File: src/rtl/shapool_sequencer_if.sv
// rtl/shapool_sequencer_if.sv - host/pool signal bundle for the shapool job sequencer
//
// Purpose: groups the job-control inputs, the pool verdict and the sequencer
// outputs so they travel as one port.
// Modports:
//   master - host/pool side: drives start, abort, clear, nonce_start, hash_success.
//   slave  - sequencer side: drives shapool_reset, nonce, nonce_valid, busy,
//            success, exhausted, result_nonce.
interface shapool_sequencer_if #(
    parameter int NONCE_WIDTH  = 32,
    parameter int PREFIX_WIDTH = 8
);
    logic                    start;
    logic                    abort;
    logic                    clear;
    logic [PREFIX_WIDTH-1:0] nonce_start;
    logic                    hash_success;
    logic                    shapool_reset;
    logic [NONCE_WIDTH-1:0]  nonce;
    logic                    nonce_valid;
    logic                    busy;
    logic                    success;
    logic                    exhausted;
    logic [NONCE_WIDTH-1:0]  result_nonce;

    modport master (
        output start, abort, clear, nonce_start, hash_success,
        input  shapool_reset, nonce, nonce_valid, busy, success, exhausted, result_nonce
    );

    modport slave (
        input  start, abort, clear, nonce_start, hash_success,
        output shapool_reset, nonce, nonce_valid, busy, success, exhausted, result_nonce
    );
endinterface

File: src/rtl/shapool_sequencer.sv
// rtl/shapool_sequencer.sv - job sequencer issuing nonces to the shapool hash pool
//
// Purpose: on start, releases the pool from reset and issues one nonce per
// clock as {prefix, counter}. Issued nonces are tracked through a LATENCY-deep
// delay line so a pool hit reports the exact winning nonce. Ends in DONE on a
// hit, on abort, or after the full counter range has drained.
// Ports:
//   clk   - core clock
//   reset - asynchronous active-high reset
//   bus   - shapool_sequencer_if.slave (control in, nonce/status out)
module shapool_sequencer #(
    parameter int NONCE_WIDTH  = 32,
    parameter int PREFIX_WIDTH = 8,
    parameter int LATENCY      = 4
) (
    input  logic                clk,
    input  logic                reset,
    shapool_sequencer_if.slave  bus
);
    localparam int COUNTER_WIDTH = NONCE_WIDTH - PREFIX_WIDTH;
    localparam int DW            = (LATENCY > 1) ? $clog2(LATENCY) : 1;

    typedef enum logic [1:0] {IDLE, RUN, DRAIN, DONE} state_t;

    state_t                   state;
    state_t                   state_next;
    logic [PREFIX_WIDTH-1:0]  prefix;
    logic [COUNTER_WIDTH-1:0] counter;
    logic [DW-1:0]            drain_cnt;
    logic                     dl_valid [LATENCY];
    logic [NONCE_WIDTH-1:0]   dl_nonce [LATENCY];
    logic                     success_q;
    logic                     exhausted_q;
    logic [NONCE_WIDTH-1:0]   result_q;

    logic running;
    logic last_issue;
    logic hit;
    logic drain_done;
    logic accept_start;
    logic flush;

    assign running      = (state == RUN) || (state == DRAIN);
    // Range end is taken from the value being issued, not from the wrapped counter.
    assign last_issue   = (state == RUN) && (&counter);
    assign hit          = running && bus.hash_success && dl_valid[LATENCY-1];
    assign drain_done   = (state == DRAIN) && (drain_cnt == DW'(LATENCY - 1));
    assign accept_start = (state == IDLE) && bus.start && !bus.abort;
    // Flush on the edge that leaves RUN/DRAIN so a stale tap is never seen in DONE.
    assign flush        = (state_next == IDLE) || (state_next == DONE);

    assign bus.nonce         = {prefix, counter};
    assign bus.nonce_valid   = (state == RUN);
    assign bus.busy          = running;
    assign bus.shapool_reset = !running;
    assign bus.success       = success_q;
    assign bus.exhausted     = exhausted_q;
    assign bus.result_nonce  = result_q;

    always_ff @(posedge clk or posedge reset) begin
        if (reset) begin
            state <= IDLE;
        end else begin
            state <= state_next;
        end
    end

    always_comb begin
        state_next = state;
        case (state)
            IDLE:  if (accept_start) state_next = RUN;
            RUN: begin
                if (hit || bus.abort) state_next = DONE;
                else if (last_issue)  state_next = DRAIN;
            end
            DRAIN: if (hit || bus.abort || drain_done) state_next = DONE;
            DONE:  if (bus.clear) state_next = IDLE;
            default: state_next = IDLE;
        endcase
    end

    always_ff @(posedge clk or posedge reset) begin
        if (reset) begin
            prefix      <= '0;
            counter     <= '0;
            drain_cnt   <= '0;
            success_q   <= 1'b0;
            exhausted_q <= 1'b0;
            result_q    <= '0;
            for (int i = 0; i < LATENCY; i++) begin
                dl_valid[i] <= 1'b0;
                dl_nonce[i] <= '0;
            end
        end else begin
            if (accept_start) begin
                prefix  <= bus.nonce_start;
                counter <= '0;
            end else if (state == RUN) begin
                counter <= counter + 1'b1;
            end

            if (state == DRAIN) drain_cnt <= drain_cnt + 1'b1;
            else                drain_cnt <= '0;

            if (flush) begin
                for (int i = 0; i < LATENCY; i++) dl_valid[i] <= 1'b0;
            end else begin
                dl_valid[0] <= bus.nonce_valid;
                dl_nonce[0] <= bus.nonce;
                for (int i = 1; i < LATENCY; i++) begin
                    dl_valid[i] <= dl_valid[i-1];
                    dl_nonce[i] <= dl_nonce[i-1];
                end
            end

            // Hit beats abort beats drain expiry; abort leaves all flags at 0.
            if (state == DONE && bus.clear) begin
                success_q   <= 1'b0;
                exhausted_q <= 1'b0;
                result_q    <= '0;
            end else if (hit) begin
                success_q <= 1'b1;
                result_q  <= dl_nonce[LATENCY-1];
            end else if (drain_done && !bus.abort) begin
                exhausted_q <= 1'b1;
            end
        end
    end
endmodule

File: src/flat_wrapper.sv
// flat-port wrapper written by rule: the top's interface ports become plain ports
module shapool_sequencer_flat 
#(
    parameter int NONCE_WIDTH  = 32,
    parameter int PREFIX_WIDTH = 8,
    parameter int LATENCY      = 4
)
  (clk, reset, bus_start, bus_abort, bus_clear, bus_nonce_start, bus_hash_success, bus_shapool_reset, bus_nonce, bus_nonce_valid, bus_busy, bus_success, bus_exhausted, bus_result_nonce);
  shapool_sequencer_if #(.NONCE_WIDTH(NONCE_WIDTH), .PREFIX_WIDTH(PREFIX_WIDTH)) bus_i ();
  input  logic clk;
  input  logic reset;
  input wire logic [$bits(bus_i.start)-1:0] bus_start;
  input wire logic [$bits(bus_i.abort)-1:0] bus_abort;
  input wire logic [$bits(bus_i.clear)-1:0] bus_clear;
  input wire logic [$bits(bus_i.nonce_start)-1:0] bus_nonce_start;
  input wire logic [$bits(bus_i.hash_success)-1:0] bus_hash_success;
  output wire logic [$bits(bus_i.shapool_reset)-1:0] bus_shapool_reset;
  output wire logic [$bits(bus_i.nonce)-1:0] bus_nonce;
  output wire logic [$bits(bus_i.nonce_valid)-1:0] bus_nonce_valid;
  output wire logic [$bits(bus_i.busy)-1:0] bus_busy;
  output wire logic [$bits(bus_i.success)-1:0] bus_success;
  output wire logic [$bits(bus_i.exhausted)-1:0] bus_exhausted;
  output wire logic [$bits(bus_i.result_nonce)-1:0] bus_result_nonce;
  assign bus_i.start = bus_start;
  assign bus_i.abort = bus_abort;
  assign bus_i.clear = bus_clear;
  assign bus_i.nonce_start = bus_nonce_start;
  assign bus_i.hash_success = bus_hash_success;
  assign bus_shapool_reset = bus_i.shapool_reset;
  assign bus_nonce = bus_i.nonce;
  assign bus_nonce_valid = bus_i.nonce_valid;
  assign bus_busy = bus_i.busy;
  assign bus_success = bus_i.success;
  assign bus_exhausted = bus_i.exhausted;
  assign bus_result_nonce = bus_i.result_nonce;
  shapool_sequencer #(.NONCE_WIDTH(NONCE_WIDTH), .PREFIX_WIDTH(PREFIX_WIDTH), .LATENCY(LATENCY)) u_core (.clk(clk), .reset(reset), .bus(bus_i));
endmodule
File: config.mk
export PLATFORM = sky130hd
export DESIGN_NAME = shapool_sequencer_flat
export DESIGN_NICKNAME = d
export VERILOG_FILES = /design/src/rtl/shapool_sequencer_if.sv /design/src/rtl/shapool_sequencer.sv /design/src/flat_wrapper.sv
export SDC_FILE = /design/constraint.sdc
export NUM_CORES = 1
export LEC_CHECK = 0
export ABC_AREA = 1
export BUFFER_PORTS_ARGS = -buffer_cell sky130_fd_sc_hd__buf_2
export CAP_MARGIN = 25
export CELL_PAD_IN_SITES_DETAIL_PLACEMENT = 0
export CELL_PAD_IN_SITES_GLOBAL_PLACEMENT = 2
export CORE_ASPECT_RATIO = 1.25
export CORE_MARGIN = 2
export CORE_UTILIZATION = 39
export CTS_CLUSTER_DIAMETER = 30
export DETAILED_ROUTE_END_ITERATION = 8
export PLACE_DENSITY_LB_ADDON = 0.1
export REMOVE_ABC_BUFFERS = 1
export SLEW_MARGIN = 20
export SYNTH_ARGS = -nofsm -noshare
export SYNTH_HDL_FRONTEND = slang
export SYNTH_SLANG_ARGS = --single-unit
File: constraint.sdc
create_clock -name clk -period 9.5 [get_ports clk]
set_input_delay 0.95 -clock clk [delete_from_list [all_inputs] [get_ports clk]]
set_output_delay 0.95 -clock clk [all_outputs]
set_load 0.05 [all_outputs]
==> impl_metrics.csv <==
group,metric,value,unit
run_status,status,"complete, no violations",
critical_path,cp.required,9.95,ns
power,p_switching,1.75,mW
power,swShare,42.6,%
global_routing,grt_pass1_vias,7101,
power,p_seq_share,27.7,%
yosys,ys_seq_area_share,57.3,%
timing,fin_crit,3.86,ns
placed_design,portBuffers,82,
global_routing,overflow,0,
clock_network,cts_inserted_buffers,43,
cells_and_area,final_area,0.0107,mm²
yosys,syn_inst,985,
worst_hold_path,min_from,"u_core.drain_cnt[0]$_DFF_PP0_",
route,drcViolationCount,0,
yosys,ys_types,29,
clock_network,post_cts_buffers,0,
critical_path,cp_max_fo,95,
timing,tns,0,ns
timing,hold_slack,0.422,ns
power,vdd_drop_max,0.250,mV
timing,slew_headroom,33.0,%
placed_design,dp_hpwl,11.5,mm
cells_and_area,drive_above_1_share,16.1,%
critical_path,r2r-end,"u_core.dl_nonce[105]$_DFFE_PP0N_",
timing,fmax,0.259,GHz
clock_network,cts_max_path_buffers,3,
critical_path,timing.rr.start,"u_core.state[0]$_DFF_PP0_",
critical_path,worst_r2r_path_depth,11,
die,coreArea,0.0222,mm²
yosys,ys_async_sr_fraction,100,%
yosys,ys_ff_latch,202,
critical_path,critical_path_arrival,4.31,ns
global_routing,grt_antenna_before_repair,0,
clock_network,clkSinkCount,202,
die,initial_core_util,39.7,%
yosys,synth_flop_cell,"dfrtp_1",
yosys,synth_top_area_share,57.3,%
placed_design,finalWeightedCongestion,0.750,
critical_path,endpoint_kind,"register",
critical_path,cp-start-kind,"register",
route,route.vias.total,6970,
timing,worstMarginPinSlew,1.00,ns
power,power,4.12,mW
yosys,ys_warn_count,0,
timing,post-route-period-util,40.6,%
global_routing,grt_pass1_wl,36.1,mm
clock_network,cts_hold_buf,0,
flow_run,drv_cap,0,
clock_network,cts_max_level,2,
worst_hold_path,worstHoldPathCells,1,
cells_and_area,area_growth,21.1,%
die,die_h,172,µm
clock_network,cts-root-buf,"clkbuf_16",
die,fp.dieW,139,µm
cells_and_area,nets,1068,
power,pwr-share-clk,35.4,%
route,dr.pass1.iters,4,
route,wire_per_inst,15.4,µm
timing,finalSetupViolCount,0,
critical_path,rrSetupSlack,5.64,ns
route,drtIter0Drc,455,
global_routing,grt.total_usage,18.2,%
die,row_count,61,
yosys,synth-edff-count,0,
clock_network,clk_latency,0.53,ns
placed_design,dpl-instance-area,0.00923,mm²
die,boundaryPins,83,
power,p_comb_share,36.9,%
yosys,netlist_top_cells_count,"nand3_1 (335), nand2_1 (222), dfrtp_1 (202)",
cells_and_area,final_util,48.1,%
timing,rsz0062_at_grt,"no",
critical_path,critical_path_class,"register to register",
yosys,synth_area_leaders,"dfrtp_1 (57%), nand3_1 (19%), nand2_1 (9.4%)",
worst_hold_path,hold_class,"register to register",
timing,finalMaxSlewViolations,0,
timing,hold_viol,0,
route,ant_nets,0,
clock_network,cts_resized,0,
power,leakage,5.75,nW
yosys,yosysMostFrequentCell,"nand3_1",
cells_and_area,diodes,0,
route,wirelength,21.0,mm
yosys,avgSynthCellArea,8.96,µm²
yosys,synth_top_area_cell,"dfrtp_1",
route,avgViaCountPerCell,5.12,
worst_hold_path,hold_end,"u_core.drain_cnt[0]$_DFF_PP0_",
yosys,synth_area,0.00883,mm²
die,die_area,0.0239,mm²
global_routing,grt_max_degree,138,
power,pwr_density_cell,385,mW/mm²
power,internal_power,2.37,mW
clock_network,clk_pin_slew,0.05,ns
clock_network,cts_tree,"built",
timing,finalClockSkew,0.0238,ns
==> layer usage <==
metal | global-route usage, % | vias up | part of all wire, %
met1 | 24.7 | 3368 | 48
met3 | 3.49 | 40 | 3.9
met2 | 29.5 | 118 | 46
met5 | 0 | - | 0
li1 | - | 3444 | -
met4 | 6.17 | 0 | 2.1
==> cells in the final DEF, fill, tap and decap left out, types with 3 or more instances in the layout <==
cell,count
nor2_1,29
nor3_1,11
o21a_1,3
nand2_4,4
nand3_1,335
o21ai_0,16
a31oi_1,3
inv_1,43
clkbuf_16,44
ha_1,6
nand2_2,5
dfrtp_1,202
nand2_1,221
bufinv_16,4
clkinv_2,4
buf_2,82
buf_4,9
a21oi_1,17
clkbuf_1,11
nand4_1,3
clkbuf_8,8
==> metrics by stage <==
| stage | setup WS (ns) | cells |
|---|---|---|
| 2_1_floorplan | 3.04 | 910 |
| 3_3_place_gp | 5.46 | 1284 |
| 3_5_place_dp | 5.43 | 1285 |
| 4_1_cts | 5.61 | 1360 |
| 5_1_grt | 5.23 | 1361 |
| 6_report | 5.64 | 1361 |
==> power groups by stage <==
stage               clock, mW  sequential (mW)  combinational [mW]
floorplan                   0             1.30               0.892
global placement            0             1.15                1.52
detailed placement          0             1.15                1.54
CTS                      1.49             1.14                1.55
global route             1.54             1.16                1.70
finish                   1.46             1.14                1.52
==> worst max-delay path by stage <==
stage                                         start                          endpoint  slack (ns)  cells past startpoint
after floorplan                               reset  u_core.bus.exhausted$_DFFE_PP0P_        3.04                      1
after CTS                 u_core.state[0]$_DFF_PP0_  u_core.dl_nonce[105]$_DFFE_PP0N_        5.61                     11
final                     u_core.state[0]$_DFF_PP0_  u_core.dl_nonce[105]$_DFFE_PP0N_        5.64                     11
after global routing      u_core.state[0]$_DFF_PP0_  u_core.dl_nonce[105]$_DFFE_PP0N_        5.23                     11
after detailed placement                  bus_abort  u_core.dl_nonce[105]$_DFFE_PP0N_        5.43                     11
after global placement                    bus_abort   u_core.dl_nonce[59]$_DFFE_PP0N_        5.46                     11
==> critical path, cell delays in order, from the launching register on <==
cell	delay [ns]
dfrtp_1	0.43
inv_1	0.12
ha_1	0.26
nand3_1	0.09
buf_4	0.33
inv_1	0.30
a21oi_1	0.58
nand2_4	0.14
nand2_4	0.32
buf_4	0.80
nand3_1	0.20
nand2_1	0.12
==> state kept, by name (all words and copies together), names as in the netlist <==
| name | flops |
|---|---|
| u_core.counter | 24 |
| u_core.dl_valid | 4 |
| u_core.drain_cnt | 2 |
| u_core.state | 2 |
| u_core.bus.result_nonce | 32 |
| u_core.dl_nonce | 128 |
| u_core.bus.success | 1 |
| u_core.bus.exhausted | 1 |
| u_core.prefix | 8 |
==> kinds of logic after synthesis <==
group / synth area share [%]
and+or+nand+nor: 32.0
DFF: 57.3
buffers and inverters: 7.40
AOI/OAI and AO/OA: 2.52
adders and majority gates: 0.851
==> final cells by class <==
type	instances	area (µm²)
Clock inverter	12	180
Timing Repair Buffer	93	533
Tap cell	283	354
Fill cell	2178	11500
Multi-Input combinational cell	663	3140
Inverter	45	176
Clock buffer	63	1250
Sequential cell	202	5050
Power figures use the tool's default switching activity.
